File: src/rtl/int_cvt_wb_merge.sv
`default_nettype none
// ============================================================================
//  Module   : int_cvt_wb_merge
//  Purpose  : Writeback stage behind the combinational int_to_int converter.
//             It pairs two 16-bit half-word results that target the same
//             register into one full-word write. Writes are queued in a small
//             FIFO toward the register file. in_ready throttles the issuer,
//             because the converter cannot stall.
//  Ports    : clk, rst_n            clock, async active-low reset
//             result_vld, out_reg   converter result and its valid
//             dst_prec, dst_pos     32/16-bit destination, half select
//             dst_idx               destination register index
//             flush                 push out any held half-word
//             in_ready              a result can be accepted this cycle
//             wb_vld/wb_ready       FIFO head handshake
//             wb_data/wb_be/wb_idx  FIFO head contents
//             wb_par                per-byte even parity (WB_BYTE_PARITY_EN)
//             pend_vld              a half-word is held in the merge register
//  Options  : `define WB_BYTE_PARITY_EN adds wb_par and stores it per entry.
//  Revision : 1.0  initial release
// ============================================================================
module int_cvt_wb_merge #(
  parameter int IDX_W    = 5,
  parameter int DEPTH    = 4,
  parameter int MERGE_TO = 8
) (
  input  logic             clk,
  input  logic             rst_n,
  input  logic             result_vld,
  input  logic [31:0]      out_reg,
  input  logic             dst_prec,
  input  logic             dst_pos,
  input  logic [IDX_W-1:0] dst_idx,
  input  logic             flush,
  output logic             in_ready,
  output logic             wb_vld,
  input  logic             wb_ready,
  output logic [31:0]      wb_data,
  output logic [3:0]       wb_be,
  output logic [IDX_W-1:0] wb_idx,
`ifdef WB_BYTE_PARITY_EN
  output logic [3:0]       wb_par,
`endif
  output logic             pend_vld
);

  localparam int AW = $clog2(DEPTH);
  localparam int CW = AW + 1;
  localparam int TW = $clog2(MERGE_TO + 1);
  localparam logic [CW-1:0] DEPTH_C = CW'(DEPTH);
  localparam logic [TW-1:0] TO_C    = TW'(MERGE_TO);

  typedef enum logic [0:0] {IDLE = 1'b0, PEND = 1'b1} state_t;

  typedef struct packed {
    logic [31:0]      data;
    logic [3:0]       be;
    logic [IDX_W-1:0] idx;
  } entry_t;

  function automatic entry_t make_entry(input logic [31:0] d, input logic [3:0] be,
                                        input logic [IDX_W-1:0] idx);
    entry_t e;
    e.data = d;
    e.be   = be;
    e.idx  = idx;
    return e;
  endfunction

  // A lone half-word is written in place with only its two bytes enabled.
  function automatic entry_t make_part(input logic hi, input logic [15:0] d,
                                       input logic [IDX_W-1:0] idx);
    return hi ? make_entry({d, 16'h0000}, 4'b1100, idx)
              : make_entry({16'h0000, d}, 4'b0011, idx);
  endfunction

  state_t           state, state_nx;
  logic [IDX_W-1:0] p_idx;
  logic             p_hi;
  logic [15:0]      p_data;
  logic [TW-1:0]    cnt, cnt_nx, cnt_inc;
  logic             load;
  logic [1:0]       npush;
  entry_t           e0, e1;

  logic [CW-1:0]    count, count_nx, free_cnt;
  logic [AW-1:0]    wr_ptr, wr_ptr1, rd_ptr;
  logic             accept, pop;
  logic [15:0]      half_in;
  entry_t           mem [DEPTH];
  entry_t           head;

  assign accept   = result_vld & in_ready;
  assign pop      = wb_vld & wb_ready;
  assign half_in  = dst_pos ? out_reg[31:16] : out_reg[15:0];
  assign free_cnt = DEPTH_C - count;
  assign wr_ptr1  = wr_ptr + AW'(1);
  // Counter saturates at the timeout value so a blocked flush keeps expiring.
  assign cnt_inc  = (cnt == TO_C) ? cnt : cnt + TW'(1);

  always_comb begin
    state_nx = state;
    cnt_nx   = cnt;
    load     = 1'b0;
    npush    = 2'd0;
    e0       = '0;
    e1       = '0;
    if (accept) begin
      if (dst_prec) begin
        if (state == PEND) begin
          e0    = make_part(p_hi, p_data, p_idx);
          e1    = make_entry(out_reg, 4'hF, dst_idx);
          npush = 2'd2;
        end else begin
          e0    = make_entry(out_reg, 4'hF, dst_idx);
          npush = 2'd1;
        end
        state_nx = IDLE;
      end else if (state == PEND && dst_idx == p_idx && dst_pos != p_hi) begin
        e0       = make_entry(dst_pos ? {half_in, p_data} : {p_data, half_in}, 4'hF, dst_idx);
        npush    = 2'd1;
        state_nx = IDLE;
      end else begin
        if (state == PEND) begin
          e0    = make_part(p_hi, p_data, p_idx);
          npush = 2'd1;
        end
        load     = 1'b1;
        cnt_nx   = '0;
        state_nx = PEND;
        // flush alongside an accept also drains the half just captured,
        // queued behind any partial displaced above.
        if (flush) begin
          if (state == PEND) begin
            e1    = make_part(dst_pos, half_in, dst_idx);
            npush = 2'd2;
          end else begin
            e0    = make_part(dst_pos, half_in, dst_idx);
            npush = 2'd1;
          end
          state_nx = IDLE;
        end
      end
    end else if (state == PEND) begin
      cnt_nx = cnt_inc;
      if ((flush || cnt_inc == TO_C) && free_cnt != '0) begin
        e0       = make_part(p_hi, p_data, p_idx);
        npush    = 2'd1;
        state_nx = IDLE;
      end
    end
  end

  assign count_nx = count + CW'(npush) - CW'(pop);

  always_ff @(posedge clk or negedge rst_n) begin
    if (!rst_n) begin
      state    <= IDLE;
      cnt      <= '0;
      p_idx    <= '0;
      p_hi     <= 1'b0;
      p_data   <= '0;
      count    <= '0;
      wr_ptr   <= '0;
      rd_ptr   <= '0;
      in_ready <= 1'b1;
    end else begin
      state <= state_nx;
      cnt   <= cnt_nx;
      if (load) begin
        p_idx  <= dst_idx;
        p_hi   <= dst_pos;
        p_data <= half_in;
      end
      count    <= count_nx;
      wr_ptr   <= wr_ptr + AW'(npush);
      rd_ptr   <= rd_ptr + AW'(pop);
      // Two free slots guarantee any single accept can be absorbed.
      in_ready <= (count_nx <= DEPTH_C - CW'(2));
    end
  end

  always_ff @(posedge clk) begin
    if (npush != 2'd0) mem[wr_ptr]  <= e0;
    if (npush == 2'd2) mem[wr_ptr1] <= e1;
  end

  assign head     = mem[rd_ptr];
  assign wb_vld   = (count != '0);
  // Outputs are forced to zero when empty so reset shows no stale entry.
  assign wb_data  = wb_vld ? head.data : '0;
  assign wb_be    = wb_vld ? head.be   : '0;
  assign wb_idx   = wb_vld ? head.idx  : '0;
  assign pend_vld = (state == PEND);

`ifdef WB_BYTE_PARITY_EN
  function automatic logic [3:0] byte_par(input entry_t e);
    logic [3:0] p;
    for (int i = 0; i < 4; i++) p[i] = e.be[i] & (^e.data[8*i +: 8]);
    return p;
  endfunction

  logic [3:0] mem_par [DEPTH];

  always_ff @(posedge clk) begin
    if (npush != 2'd0) mem_par[wr_ptr]  <= byte_par(e0);
    if (npush == 2'd2) mem_par[wr_ptr1] <= byte_par(e1);
  end

  assign wb_par = wb_vld ? mem_par[rd_ptr] : 4'h0;
`endif

endmodule
`default_nettype wire

File: config.mk
export PLATFORM = sky130hd
export DESIGN_NAME = int_cvt_wb_merge
export DESIGN_NICKNAME = d
export VERILOG_FILES = /design/src/rtl/int_cvt_wb_merge.sv
export SDC_FILE = /design/constraint.sdc
export NUM_CORES = 1
export LEC_CHECK = 0
export CAP_MARGIN = 10
export CORE_MARGIN = 2
export CORE_UTILIZATION = 55
export CTS_BUF_LIST = sky130_fd_sc_hd__clkbuf_8
export CTS_CLUSTER_SIZE = 20
export DETAILED_ROUTE_END_ITERATION = 10
export PLACE_DENSITY = 0.79
export SLEW_MARGIN = 20
export SYNTH_ARGS = -nofsm -noshare
export SYNTH_HDL_FRONTEND = slang
export SYNTH_SLANG_ARGS = --single-unit
File: constraint.sdc
create_clock -name clk -period 4.9 [get_ports clk]
set_input_delay 0.98 -clock clk [delete_from_list [all_inputs] [get_ports clk]]
set_output_delay 0.98 -clock clk [all_outputs]
set_load 0.1 [all_outputs]
Yosys cells after proc, flatten, opt, wreduce, memory -nomap -nowiden
Memory sizes are Yosys's and may differ from the RTL's.
Cells that the tools add are included.
{ "classes": {"n_lt_le_gt_ge": 1, "bitwise_logic": 2, "n_addsub": 7, "eq_ne": 7, "mux": 48, "reduce_logical": 9} }
{ "op_table": {"columns": ["cell", "count"], "rows": [
  ["$mux W41", 17],
  ["$mux W32", 2],
  ["$mux W4", 6],
  ["$mux W1", 16],
  ["$mux W16", 1],
  ["$mux W2", 5],
  ["$eq A4 B4 Y1 const B", 2],
  ["$reduce_bool A3 Y1", 2],
  ["$eq A5 B5 Y1", 1],
  ["$mux W5", 1],
  ["$add A4 B1 Y4 const B", 1],
  ["$ne A2 B2 Y1 const B", 2],
  ["$reduce_bool A2 Y1", 2],
  ["$add A3 B2 Y3", 1],
  ["$le A3 B2 Y1 const B", 1],
  ["$logic_and A1 B1 Y1", 3],
  ["$reduce_and A3 Y1", 1],
  ["$sub A3 B1 Y3", 1],
  ["$sub A3 B3 Y3 const A", 1],
  ["$add A2 B1 Y2", 1],
  ["$add A2 B1 Y2 const B", 1],
  ["$add A2 B2 Y2", 1],
  ["$and A1 B1 Y1", 2],
  ["$eq A2 B2 Y1 const B", 1],
  ["2 further kinds", 2]
]} }
{ "totals": {"elab_cells": 84, "ramBits": 164, "mem_count": 1, "reg_bits": 35, "input_bits": 44} }
{ "memory_table": {"columns": ["memory", "depth", "width", "rd", "rd_ports_with_merged_regs", "wr", "line", "rtl"], "rows": [
  ["mem", 4, 41, 1, 0, 2, "90", "entry_t mem [DEPTH];"]
]} }

Longest topological paths before layout
Gate-level depths: netlist of run 1.
{ "depth": {"depth_word": 11, "mapped_depth": 14, "depth_no_buf": 13} }

Worst setup path before layout of run 1
No wires, ideal clock.
{ "synth_path": {"path_type": "input -> register", "start": "input port dst_idx[2]", "end": "memory mem[0][0] (netlist name) (enable)", "slack_ns": -0.685, "t_arrival_ns": 5.091, "stages": 8, "path_buffers": 2, "path_cell_list": "buf_2 nand2b_1 and4_1 buf_2 nand4_1 a31oi_1 a21boi_0 o31ai_1"} }
{ "synth_lines": {"columns": ["item", "line", "rtl"], "rows": [
  ["from (decl)", "33", "input logic [IDX_W-1:0] dst_idx,"],
  ["to (decl)", "90", null]
]} }

==> run metrics, run 1 <==
largest net degree at the start of global routing 66; die width 147 um; Finished Layout Cells 1331; Max Slew Vio Count 0; hold path depth 2; period utilization 0.768; reg2reg start cnt[0]; largest family of logic cells by synthesized area compound AO/OA/AOI/OAI gates; Synth top cells by count a21oi_1 (282), edfxtp_1 (156), and2_1 (51); post-route ant nets 0; final setup violation count 0; Final Hold Fails 0; Clock Latency Late Sink 480 ps; Worst Path Required 5110 ps; Std-Cell Rows 52; Post-Synth Simple-Gate Area 0.0930; PortBufs 87; hold path startpoint p_data[15]; # resized after CTS 0; Inserted Diodes 0; hold path endpoint p_data[15]; most common flop cell mapped by yosys edfxtp_1; PwrDens 614 nW/um^2; Cell Area, Placed 12300 sq um; Root Driver clkbuf_8; Synth top area share 0.418; syn nets 1061; share of layout cells above drive strength 1 0.190; R2R Path End in_ready; Post-Synth Adder-Cell Area 0.0130; hold_buf cts 0; sequential fraction of the synthesis area 0.497; # nets final 1104; proportion of synthesized area in mux cells 0.106; CTS tree yes; Remaining DRCs 0; Wirelength per Cell 22.1 um; worst slew pin tran 1130 ps; IO Count 88; Critical Path AT 3970 ps; Synth Area in Compound Gates 0.238; Syn Std Cell Area 11200 sq um; initial DRC count 1046; Initial Util 0.557; Synth Area in XOR/XNOR 0.00782; status complete, no violations; maximum clock frequency 266 MHz; nature of the critical path endpoint flip-flop; clock sink count 191; cell taking the most area after synthesis edfxtp_1; CTS Buf Count 17; CP Launch Point dst_idx[0]; Clock Path Buffers 2; Pleak 4.74 nW; Placer Congestion 0.918; fin crit period 3770 ps; skew final 15.1 ps; Critical Path Start Type primary input; Async SR Flop Fraction 0.183; #FFs+latches synth 191; Ys Warns 0; clk slew on worst S/H paths 90 ps; Syn Inst Count 1006; total gr overflow 0; area delta synth->final 12.4%; Worst Path Max Fanout 12; Setup TNS 0 ps; CTS H-tree depth 4; IR drop worst, VDD 476 uV; DIE HEIGHT 147 um; Register-to-Register Path Depth 13; design area 12600 sq um; WHS 561 ps; Placed Instances 1300; first-pass GRT wire length 46.3 mm; DR vias/cell 6.61; Max-Cap Viols 0; Min-Delay Path Class flip-flop to flip-flop; total chip power 7.72 mW; average size of a mapped cell 11.1 sq um; core area 20100 sq um; drt total wl 29.4 mm; DP HPWL 18.5 mm; Post-synth EDFFs 156; Distinct cells, synth 62; count leader, synth a21oi_1; via count 8792; Setup CP Type primary input to flip-flop; GRT Util Overall 0.277; Post-CTS Setup Inserts 0; Initial DRT Pass Iterations 6; top post-synthesis cells by area edfxtp_1 (42%), a21oi_1 (13%), mux4_2 (7.8%), dfrtp_1 (7.6%), a221oi_2 (3.0%); initial antenna violation count 0; RSZ-0062 raised after global routing no; vias in the first global route 8420; Worst R2R Setup Slack 1660 ps; max_slew headroom 0.244; die area 21500 sq um
==> cells in the final DEF, fill, tap and decap left out, types with 20 or more instances in the layout <==
| cell type | n |
|---|---|
| nand2_1 | 41 |
| o21ai_0 | 26 |
| a221oi_2 | 22 |
| dfrtp_1 | 32 |
| nor2_1 | 33 |
| and2_1 | 51 |
| mux4_2 | 39 |
| a21oi_1 | 278 |
| clkdlybuf4s50_1 | 44 |
| buf_4 | 67 |
| mux2_2 | 21 |
| edfxtp_1 | 156 |
| a32o_1 | 20 |
==> worst max path at each step <==
stage	endpoint	slack, ps	cells past startpoint
6_report	mem[2][10]	1130	9
5_1_grt	mem[2][10]	940	9
4_1_cts	wb_vld	1140	5
3_5_place_dp	in_ready	720	12
3_3_place_gp	in_ready	850	12
2_1_floorplan	mem[1][0]	-540	8
==> state kept, by name, summed over array words and instances, names as in the netlist <==
signal and flops:
rd_ptr 2, mem 156, p_data 16, count 3, cnt 4, pend_vld 1, p_hi 1, p_idx 5
in_ready 1, wr_ptr 2
==> kinds of logic after synthesis <==
family / after synthesis
AO/OA/AOI/OAI: 426
AND/OR/NAND/NOR: 195
flip-flops: 191
buffers and inverters: 106
multiplexers: 67
adder cells (fa/ha/maj): 11
XOR/XNOR: 10
==> area by class of cell <==
type / count / area [sq um]
Fill cell: 1581 / 7510
Inverter: 11 / 41.3
Timing Repair Buffer: 119 / 1070
Multi-Input combinational cell: 709 / 5230
Clock inverter: 14 / 105
Sequential cell: 191 / 5560
Tap cell: 270 / 338
Clock buffer: 17 / 234
==> per-layer routing <==
metal  up-vias  wire, um  GRT usage
li1       3980         -          -
met1      4298     11800      0.386
met2       465     14500      0.445
met3        49      2650     0.0525
met4         0       483     0.0850
met5         -         0          0
==> per-stage QoR <==
step | setup WS, ps | util
6_report | 1130 | 0.626
5_1_grt | 941 | 0.626
4_1_cts | 1140 | 0.626
3_5_place_dp | 721 | 0.609
3_3_place_gp | 847 | 0.609
2_1_floorplan | -542 | -
==> power by group <==
part           internal [mW]  leakage, nW  switching (mW)
Combinational           1.24         2.66            2.97
Sequential              2.16         1.89           0.400
Clock                  0.390        0.186           0.564
==> worst max-delay path, cell delays in order <==
cell             delay, ps
clkdlybuf4s50_1        630
nand2b_1               170
and4_1                 300
a41o_1                 520
buf_4                  300
o22ai_2                100
buf_4                  230
a221oi_1               580
a21oi_1                160
Note: power is estimated with default switching activity, not from simulation.
==> run 2, diff against run 1 <==
CORE_UTILIZATION = 61   (was 55)
PLACE_DENSITY = 0.83   (was 0.79)
clock period = 3.55 ns   (was 4.9 ns; I/O delays follow)
==> run metrics, run 2 (synthesis results as in run 1) <==
status complete, no violations (unchanged); Cell Area, Placed 12500 sq um (was 12300 sq um); Biggest register mem (unchanged); Initial Util 0.623 (was 0.557); Critical Path Max Stage Delay 440 ps (was 630 ps); Std-Cell Rows 49 (was 52); final setup violation count 0 (unchanged); most frequent cells in the layout a21oi_1 (278), edfxtp_1 (156), buf_4 (85) (was a21oi_1 (278), edfxtp_1 (156), buf_4 (67)); Pleak 4.94 nW (was 4.74 nW); post-route ant nets 0 (unchanged); IR drop worst, VDD 999 uV (was 476 uV); Register-to-Register Path Depth 13 (unchanged); CTS H-tree depth 4 (unchanged); Max Slew Vio Count 0 (unchanged); first-pass GRT wire length 49.0 mm (was 46.3 mm); Worst Path Required 3960 ps (was 5110 ps); Root Driver clkbuf_8 (unchanged); largest net degree at the start of global routing 69 (was 66); Clock Latency Late Sink 480 ps (about the same); # resized after CTS 0 (unchanged); WHS 341 ps (was 561 ps); die width 139 um (was 147 um); Worst Path Max Fanout 8 (was 12); Setup WS post-layout 364 ps (was 1130 ps); period utilization 0.897; most common cell after layout, fill and taps aside a21oi_1 (unchanged); total chip power 11.1 mW (was 7.72 mW); PwrDens 857 nW/um^2 (was 614 nW/um^2); Largest delay share family, worst path compound AO/OA/AOI/OAI gates (unchanged); via count 9279 (was 8792); Min-Delay Path Class primary input to asynchronous set/reset pin (was flip-flop to flip-flop); share of layout cells above drive strength 1 0.217 (was 0.190); Critical Path AT 3590 ps (was 3970 ps); fin crit period 3190 ps; worst-path cell chain inv_1, ha_1, a211o_1, a2bb2oi_1, a21oi_2, o31ai_1, and3_1, ha_1, inv_1, fa_1, xnor2_1, xnor2_1, a21oi_1 (was clkdlybuf4s50_1, nand2b_1, and4_1, a41o_1, buf_4, o22ai_2, buf_4, a221oi_1, a21oi_1); die area 19500 sq um (was 21500 sq um); DR vias/cell 7.04 (was 6.61); Critical Path Start Type flip-flop (was primary input); skew final 13.1 ps (was 15.1 ps); clk slew on worst S/H paths 100 ps (was 90 ps); max FFs per register 156 (unchanged); core area 18000 sq um (was 20100 sq um); CTS tree yes (unchanged); RSZ-0062 raised after global routing no (unchanged); Final Hold Fails 0 (unchanged); DP HPWL 20.4 mm (was 18.5 mm); drt total wl 31.2 mm (was 29.4 mm); total gr overflow 0 (unchanged); Initial DRT Pass Iterations 8 (was 6); Buf/Inv on CP 2 (was 3); design area 13000 sq um (was 12600 sq um); worst slack, placed 114 ps (was 721 ps); DIE HEIGHT 139 um (was 147 um); Max-Cap Viols 0 (unchanged); crit path max-delay cell type dfrtp_1 (was clkdlybuf4s50_1); WP depth 13 (was 9); # nets final 1131 (was 1104); IO Count 88 (unchanged); initial DRC count 1470 (was 1046); PortBufs 87 (unchanged); worst slew pin tran 864 ps (was 1130 ps); vias in the first global route 8884 (was 8420); Wirelength per Cell 23.7 um (was 22.1 um); Setup TNS 0 ps (unchanged); Clock Path Buffers 2 (unchanged); Setup CP Type flip-flop to flip-flop (was primary input to flip-flop); maximum clock frequency 314 MHz; biggest regs mem x156, p_data x16, p_idx x5 (unchanged); clock sink count 191 (unchanged); nature of the critical path endpoint flip-flop (unchanged); CTS Buf Count 17 (unchanged); hold_buf cts 0 (unchanged); initial antenna violation count 0 (unchanged); Inserted Diodes 0 (unchanged); max_slew headroom 0.424 (was 0.244); area delta synth->final 15.7% (was 12.4%); Remaining DRCs 0 (unchanged); Post-CTS Setup Inserts 0 (unchanged); Placer Congestion 0.912 (was 0.918); GRT Util Overall 0.326 (was 0.277)
[run 2: worst register-to-register path: cells and delay by family, from the launching register on]
kind	cells	cell delay (ps)
AO/OA/AOI/OAI	5	1230
flip-flops	1	440
buffers and inverters	2	120
AND/OR/NAND/NOR	1	230
adder cells (fa/ha/maj)	3	820
XOR/XNOR	2	290
[run 2: layer usage]
metal | track usage | part of all wire
met2 | 0.520 | 0.48
met1 | 0.453 | 0.38
met3 | 0.0599 | 0.11
met5 | 0 | 0
met4 | 0.116 | 0.029
[run 2: path summary, 6_finish.rpt]
path | to | startpoint | slack, ps
worst max register to register | in_ready | cnt[0] | 360
min in group clk | rd_ptr[0] | rd_ptr[0] | 540
max in group asynchronous | rd_ptr[0] | rst_n | 2610
worst min-delay path | p_idx[4] | rst_n | 340
worst min register to register | rd_ptr[0] | rd_ptr[0] | 540
worst max-delay path | in_ready | cnt[0] | 360
[run 2: where the power goes]
part | total, mW | internal (mW) | switching [mW]
clock network | 1.50 | 0.694 | 0.803
logic | 6.20 | 1.86 | 4.34
registers | 3.40 | 2.98 | 0.420
total | 11.1 | 5.54 | 5.56
[run 2: cell type report]
cell class | count | area, sq um
clock buffers | 17 | 234
clock inverters | 15 | 169
fillers | 1238 | 5010
inverters | 11 | 41.3
multi-input cells | 709 | 5240
flip-flops and latches | 191 | 5570
well taps | 229 | 287
repair buffers | 146 | 1420
[run 2: stage by stage]
stage          utilization  instances
2_1_floorplan            -       1006
3_3_place_gp         0.698       1286
3_5_place_dp         0.698       1286
4_1_cts              0.721       1318
5_1_grt              0.721       1318
6_report             0.721       1318
